[src/rtl/lane_unstriper.sv]
// rtl/lane_unstriper.sv - reassembles a 4-slot serial byte stream into four parallel lanes
//
// Purpose:
//   One byte slot arrives per clk_1 cycle. A group is four consecutive slots,
//   and sog marks slot 0. Slots 0..2 are held in shadow registers. On the edge
//   that captures slot 3, all four lanes are loaded at once and group_strobe
//   pulses. Framing violations pulse sync_err and leave the lane outputs
//   unchanged.
//
// Ports:
//   clk_1                 in   sole clock, rising edge
//   reset                 in   asynchronous, active-high
//   data_in[7:0]          in   byte for the current slot
//   valid_in              in   data_in is valid for this slot
//   sog                   in   start of group (slot 0 marker)
//   parity_in             in   even parity of data_in (UNSTRIPE_PARITY_EN only)
//   dataOut0..3[7:0]      out  lane bytes of the last completed group
//   validOut0..3          out  lane valids of the last completed group
//   group_strobe          out  one-cycle pulse when the lanes are reloaded
//   sync_err              out  one-cycle pulse on a framing violation
//   parity_err            out  sticky parity error (UNSTRIPE_PARITY_EN only)
//
// Configuration:
//   UNSTRIPE_PARITY_EN    define to add parity_in / parity_err and the parity check

module lane_unstriper (
  input  logic       clk_1,
  input  logic       reset,
  input  logic [7:0] data_in,
  input  logic       valid_in,
  input  logic       sog,
`ifdef UNSTRIPE_PARITY_EN
  input  logic       parity_in,
  output logic       parity_err,
`endif
  output logic [7:0] dataOut0,
  output logic [7:0] dataOut1,
  output logic [7:0] dataOut2,
  output logic [7:0] dataOut3,
  output logic       validOut0,
  output logic       validOut1,
  output logic       validOut2,
  output logic       validOut3,
  output logic       group_strobe,
  output logic       sync_err
);

  typedef enum logic {IDLE, RUN} state_t;

  state_t          state_q;
  logic [1:0]      slot_q;
  logic [2:0][7:0] shd_data_q;
  logic [2:0]      shd_valid_q;

  // An invalid slot is stored as 8'h00 no matter what data_in carries.
  logic [7:0] cap_data_d;
  assign cap_data_d = valid_in ? data_in : 8'h00;

`ifdef UNSTRIPE_PARITY_EN
  // A byte counts as captured exactly when it lands in a slot; bytes ignored
  // in IDLE and the byte dropped on a missing sog are not checked.
  logic capture_d;
  always_comb begin
    capture_d = 1'b0;
    if (state_q == IDLE || slot_q == 2'd0) begin
      capture_d = sog;
    end else begin
      capture_d = 1'b1;
    end
  end

  always_ff @(posedge clk_1 or posedge reset) begin
    if (reset) begin
      parity_err <= 1'b0;
    end else if (capture_d && valid_in && (^{data_in, parity_in})) begin
      parity_err <= 1'b1;
    end
  end
`endif

  always_ff @(posedge clk_1 or posedge reset) begin
    if (reset) begin
      state_q      <= IDLE;
      slot_q       <= 2'd0;
      shd_data_q   <= '0;
      shd_valid_q  <= '0;
      dataOut0     <= 8'h00;
      dataOut1     <= 8'h00;
      dataOut2     <= 8'h00;
      dataOut3     <= 8'h00;
      validOut0    <= 1'b0;
      validOut1    <= 1'b0;
      validOut2    <= 1'b0;
      validOut3    <= 1'b0;
      group_strobe <= 1'b0;
      sync_err     <= 1'b0;
    end else begin
      group_strobe <= 1'b0;
      sync_err     <= 1'b0;
      case (state_q)
        IDLE: begin
          if (sog) begin
            shd_data_q[0]  <= cap_data_d;
            shd_valid_q[0] <= valid_in;
            slot_q         <= 2'd1;
            state_q        <= RUN;
          end
        end
        RUN: begin
          if (slot_q == 2'd0) begin
            if (sog) begin
              shd_data_q[0]  <= cap_data_d;
              shd_valid_q[0] <= valid_in;
              slot_q         <= 2'd1;
            end else begin
              // Lost framing: drop the byte and wait for the next sog.
              sync_err <= 1'b1;
              slot_q   <= 2'd0;
              state_q  <= IDLE;
            end
          end else if (sog) begin
            // Early sog: the partial group is abandoned and this byte restarts
            // the group. Stale shadow slots 1..2 are overwritten before use.
            sync_err       <= 1'b1;
            shd_data_q[0]  <= cap_data_d;
            shd_valid_q[0] <= valid_in;
            slot_q         <= 2'd1;
          end else if (slot_q == 2'd3) begin
            // Slot 3 bypasses the shadow and goes straight to lane 3 so the
            // whole group becomes visible on this edge.
            dataOut0     <= shd_data_q[0];
            dataOut1     <= shd_data_q[1];
            dataOut2     <= shd_data_q[2];
            dataOut3     <= cap_data_d;
            validOut0    <= shd_valid_q[0];
            validOut1    <= shd_valid_q[1];
            validOut2    <= shd_valid_q[2];
            validOut3    <= valid_in;
            group_strobe <= 1'b1;
            slot_q       <= 2'd0;
          end else begin
            shd_data_q[slot_q]  <= cap_data_d;
            shd_valid_q[slot_q] <= valid_in;
            slot_q              <= slot_q + 2'd1;
          end
        end
        default: begin
          state_q <= IDLE;
          slot_q  <= 2'd0;
        end
      endcase
    end
  end

endmodule
[config.mk]
export PLATFORM = sky130hd
export DESIGN_NAME = lane_unstriper
export DESIGN_NICKNAME = d
export VERILOG_FILES = /design/src/rtl/lane_unstriper.sv
export SDC_FILE = /design/constraint.sdc
export NUM_CORES = 1
export LEC_CHECK = 0
export ABC_AREA = 1
export BUFFER_PORTS_ARGS = -buffer_cell sky130_fd_sc_hd__buf_2
export CAP_MARGIN = 10
export CELL_PAD_IN_SITES_DETAIL_PLACEMENT = 0
export CELL_PAD_IN_SITES_GLOBAL_PLACEMENT = 1
export CORE_ASPECT_RATIO = 2
export CORE_MARGIN = 2
export CORE_UTILIZATION = 45
export DETAILED_ROUTE_END_ITERATION = 10
export PLACE_DENSITY_LB_ADDON = 0.1
export SLEW_MARGIN = 20
export SYNTH_ARGS = -nofsm -noshare
export SYNTH_HDL_FRONTEND = slang
export SYNTH_SLANG_ARGS = --single-unit
[constraint.sdc]
create_clock -name clk_1 -period 5.8 [get_ports clk_1]
set_clock_uncertainty 0.05 [all_clocks]
set_input_delay 0.58 -clock clk_1 [delete_from_list [all_inputs] [get_ports clk_1]]
set_output_delay 0.58 -clock clk_1 [all_outputs]
set_load 0.05 [all_outputs]
==> impl_metrics.py <==
metrics = {
    "placement": {
        "hpwl_um": 3810,
        "io_buffers": 49,
        "place.gp.congestion": 0.751,
        "dp_cells": 396,
        "place_ws_ps": 3430,
    },
    "clock_network": {
        "holdBufCountCts": 0,
        "cts_buffers": 9,
        "cts.root.buffer_cell": "clkbuf_16",
        "clkSinkCount": 68,
        "cts_tree": "done",
        "clockBufferDepth": 2,
        "cts-resized-gates": 0,
        "clkSlewWorstSetupHoldPaths_ps": 50,
        "clock_latency_ps": 330,
        "post_cts_buffers": 0,
        "htree_levels": 3,
    },
    "power_and_ir_drop": {
        "power_frac_seq": 0.354,
        "powerDensity_mw_per_mm2": 642,
        "p_sw_mw": 0.932,
        "p_leak_nw": 1.84,
        "peakVddDrop_mv": 0.310,
        "p_sw_frac": 0.433,
        "combinationalPowerShare": 0.393,
        "intPower_mw": 1.22,
        "p_clk_frac": 0.253,
    },
    "routing": {
        "vias_per_cell": 4.85,
        "drcViolationCount": 0,
        "antenna_left": 0,
        "dr.pass1.iters": 4,
        "routed_wirelength_um": 5600,
        "routedWlPerCell_um": 13.6,
        "vias": 2000,
        "drt_iter0_drc": 101,
    },
    "finish": {
        "multi_input_area_um2": 876,
        "seq_area_mm2": 0.00170,
        "final_cells": 412,
        "insertedDiodeCount": 0,
        "post-route-util": 0.558,
        "drive_gt1_frac": 0.221,
        "syn_to_final_growth_pct": 19.7,
        "nNetsFinal": 362,
        "num-fill-cells": 573,
    },
    "setup_path": {
        "worstSetupEndpointType": "flip-flop",
        "crit_required_ps": 5960,
        "path_cells": "inv_1 > ha_1 > inv_1 > ha_1 > nand3_4 > clkinv_1 > nand2_1 > nand2_1",
        "r2r-start": "slot_q[0]",
        "start_kind": "flip-flop",
        "timing.rr.end": "dataOut0[1]",
        "critPathMaxFanout": 64,
        "cp_slowest_cell": "dfrtp_1",
        "arrival_ps": 2460,
        "reg2reg_depth": 8,
        "crit_type": "flip-flop to flip-flop",
        "max_stage_delay_ps": 420,
        "rrSetupSlack_ps": 3500,
    },
    "timing": {
        "setup_slack_ps": 3500,
        "hold_slack_ps": 420,
        "setup_viol": 0,
        "grt_setup_unrepaired": "false",
        "clock.fmax_mhz": 434,
        "max_slew_margin": 0.430,
        "worst_pin_slew_ps": 855,
        "layout_min_cycle_time_ps": 2300,
        "slew_viol_final": 0,
        "min_period_over_period": 0.397,
        "setup_tns_ps": 0,
        "hold_violations": 0,
    },
    "logic_synthesis": {
        "synth_ff_type": "dfrtp_1",
        "synth_most_common_cell": "nand2_1",
        "yosysWarnings": 0,
        "synth_compound_area_frac": 0.0925,
        "synth_mux_area_frac": 0,
        "ys_seq_area_frac": 0.608,
        "synth-simple-area-share": 0.193,
        "ys_seq_elements": 68,
        "synthCells": 295,
        "synth_xor_area_frac": 0,
        "synth.avg_cell_area_um2": 9.49,
        "netlist-cell-type-count": 22,
        "yosys-top-cells-area": "dfrtp_1, nand2_1, o21ai_0",
        "syn_area_mm2": 0.00280,
        "syn_nets": 313,
        "synth_edf_count": 0,
        "synth_fa_ha_area_frac": 0.0268,
        "synth_top_family_by_area": "simple AND/OR/NAND/NOR gates",
        "synth_top_cell_area_share": 0.608,
        "ys_top_cells_by_count": "nand2_1, dfrtp_1, o21ai_0",
        "synth_largest_area_cell": "dfrtp_1",
        "async_reset_ff_frac": 1.00,
    },
    "global_route": {
        "antenna_found_initial": 0,
        "grt_first_pass_wirelength_um": 9460,
        "gr-total-overflow": 0,
        "grt_start_max_net_pins": 69,
        "track_usage": 0.191,
        "grt_pass1_vias": 1943,
    },
    "die": {
        "ios": 50,
        "die_height_um": 116,
        "row_count": 40,
        "start_util": 0.466,
        "core-area_mm2": 0.00601,
        "die_w_um": 59.8,
        "floorplan.die_area_mm2": 0.00691,
    },
    "min_path": {
        "whs_endpoint": "dataOut0[7]",
        "holdPathStages": 2,
        "min_from": "shd_data_q[7]",
        "hold_class": "flip-flop to flip-flop",
    },
    "status": {
        "status": "finished, final reports clean",
    },
    "run": {
        "maxCapViolations": 0,
    },
}
==> power by group through the flow <==
| stage | registers [mW] | logic [mW] | clock network, mW |
|---|---|---|---|
| finish | 0.761 | 0.846 | 0.545 |
| global placement | 0.763 | 0.847 | 0 |
| global route | 0.785 | 0.924 | 0.581 |
| CTS | 0.764 | 0.856 | 0.558 |
| floorplan | 1.13 | 0.302 | 0 |
| detailed placement | 0.770 | 0.852 | 0 |
==> per-layer routing <==
layer,routed length [um],global-route usage,vias to the layer above
met5,0,0,-
met4,101,0.0889,0
met3,222,0.0614,9
met2,2910,0.296,38
met1,2370,0.238,922
li1,-,-,1031
==> critical path, delay by kind of cell (launching register included) <==
| family | cells | cell delay [ps] |
|---|---|---|
| adders and majority gates | 2 | 450 |
| buffers and inverters | 3 | 630 |
| DFF | 1 | 420 |
| and+or+nand+nor | 3 | 620 |
==> kinds of logic (layout without fill, tap and decap cells) <==
logic type,Yosys count,count (layout)
AOI/OAI and AO/OA,50,50
adders and majority gates,6,6
buffers and inverters,49,103
DFF,68,68
and+or+nand+nor,122,122
==> worst max-delay path by stage <==
stage / from / cells past startpoint / endpoint / slack (ps)
final: slot_q[0] / 8 / dataOut0[1] / 3500
after detailed placement: sog / 7 / dataOut0[1] / 3430
after global placement: sog / 7 / dataOut0[2] / 3440
after global routing: slot_q[0] / 8 / dataOut0[0] / 3210
after CTS: slot_q[0] / 8 / dataOut0[1] / 3460
after floorplan: reset / 1 / dataOut0[0] / 3460
==> cells in the final DEF, fill, tap and decap left out, types with 2 or more instances in the layout <==
cell / netlist / layout
nor2_4: 2 / 2
o21ai_0: 44 / 44
o21ai_2: 2 / 2
ha_1: 6 / 6
inv_1: 35 / 34
a21oi_1: 2 / 2
nand3_4: 2 / 2
nor2_1: 4 / 4
inv_2: 1 / 2
nand2_2: 2 / 2
buf_2: 6 / 49
nand2_1: 100 / 100
dfrtp_1: 68 / 68
clkinv_2: 0 / 2
nand3_2: 2 / 2
clkbuf_8: 0 / 2
nand4_1: 9 / 9
clkbuf_16: 0 / 9
==> per-stage QoR <==
step	total power, mW	cell area [um^2]
finish	2.15	3350
global placement	1.61	3050
global route	2.29	3350
floorplan	1.44	2800
detailed placement	1.62	3050
CTS	2.18	3350
==> state kept, by name (all words and copies together), names as in the netlist, 2 cells and up <==
register and count:
shd_data_q 24, dataOut0 8, dataOut1 8, dataOut2 8
dataOut3 8, shd_valid_q 3, slot_q 2
==> cell type report <==
class,instances,area share
flip-flops and latches,68,0.508
clock buffers,12,0.0765
multi-input cells,178,0.261
inverters,37,0.0414
repair buffers,50,0.0754
well taps,63,0.0235
clock inverters,4,0.0142
Note: power is estimated with default switching activity, not from simulation.
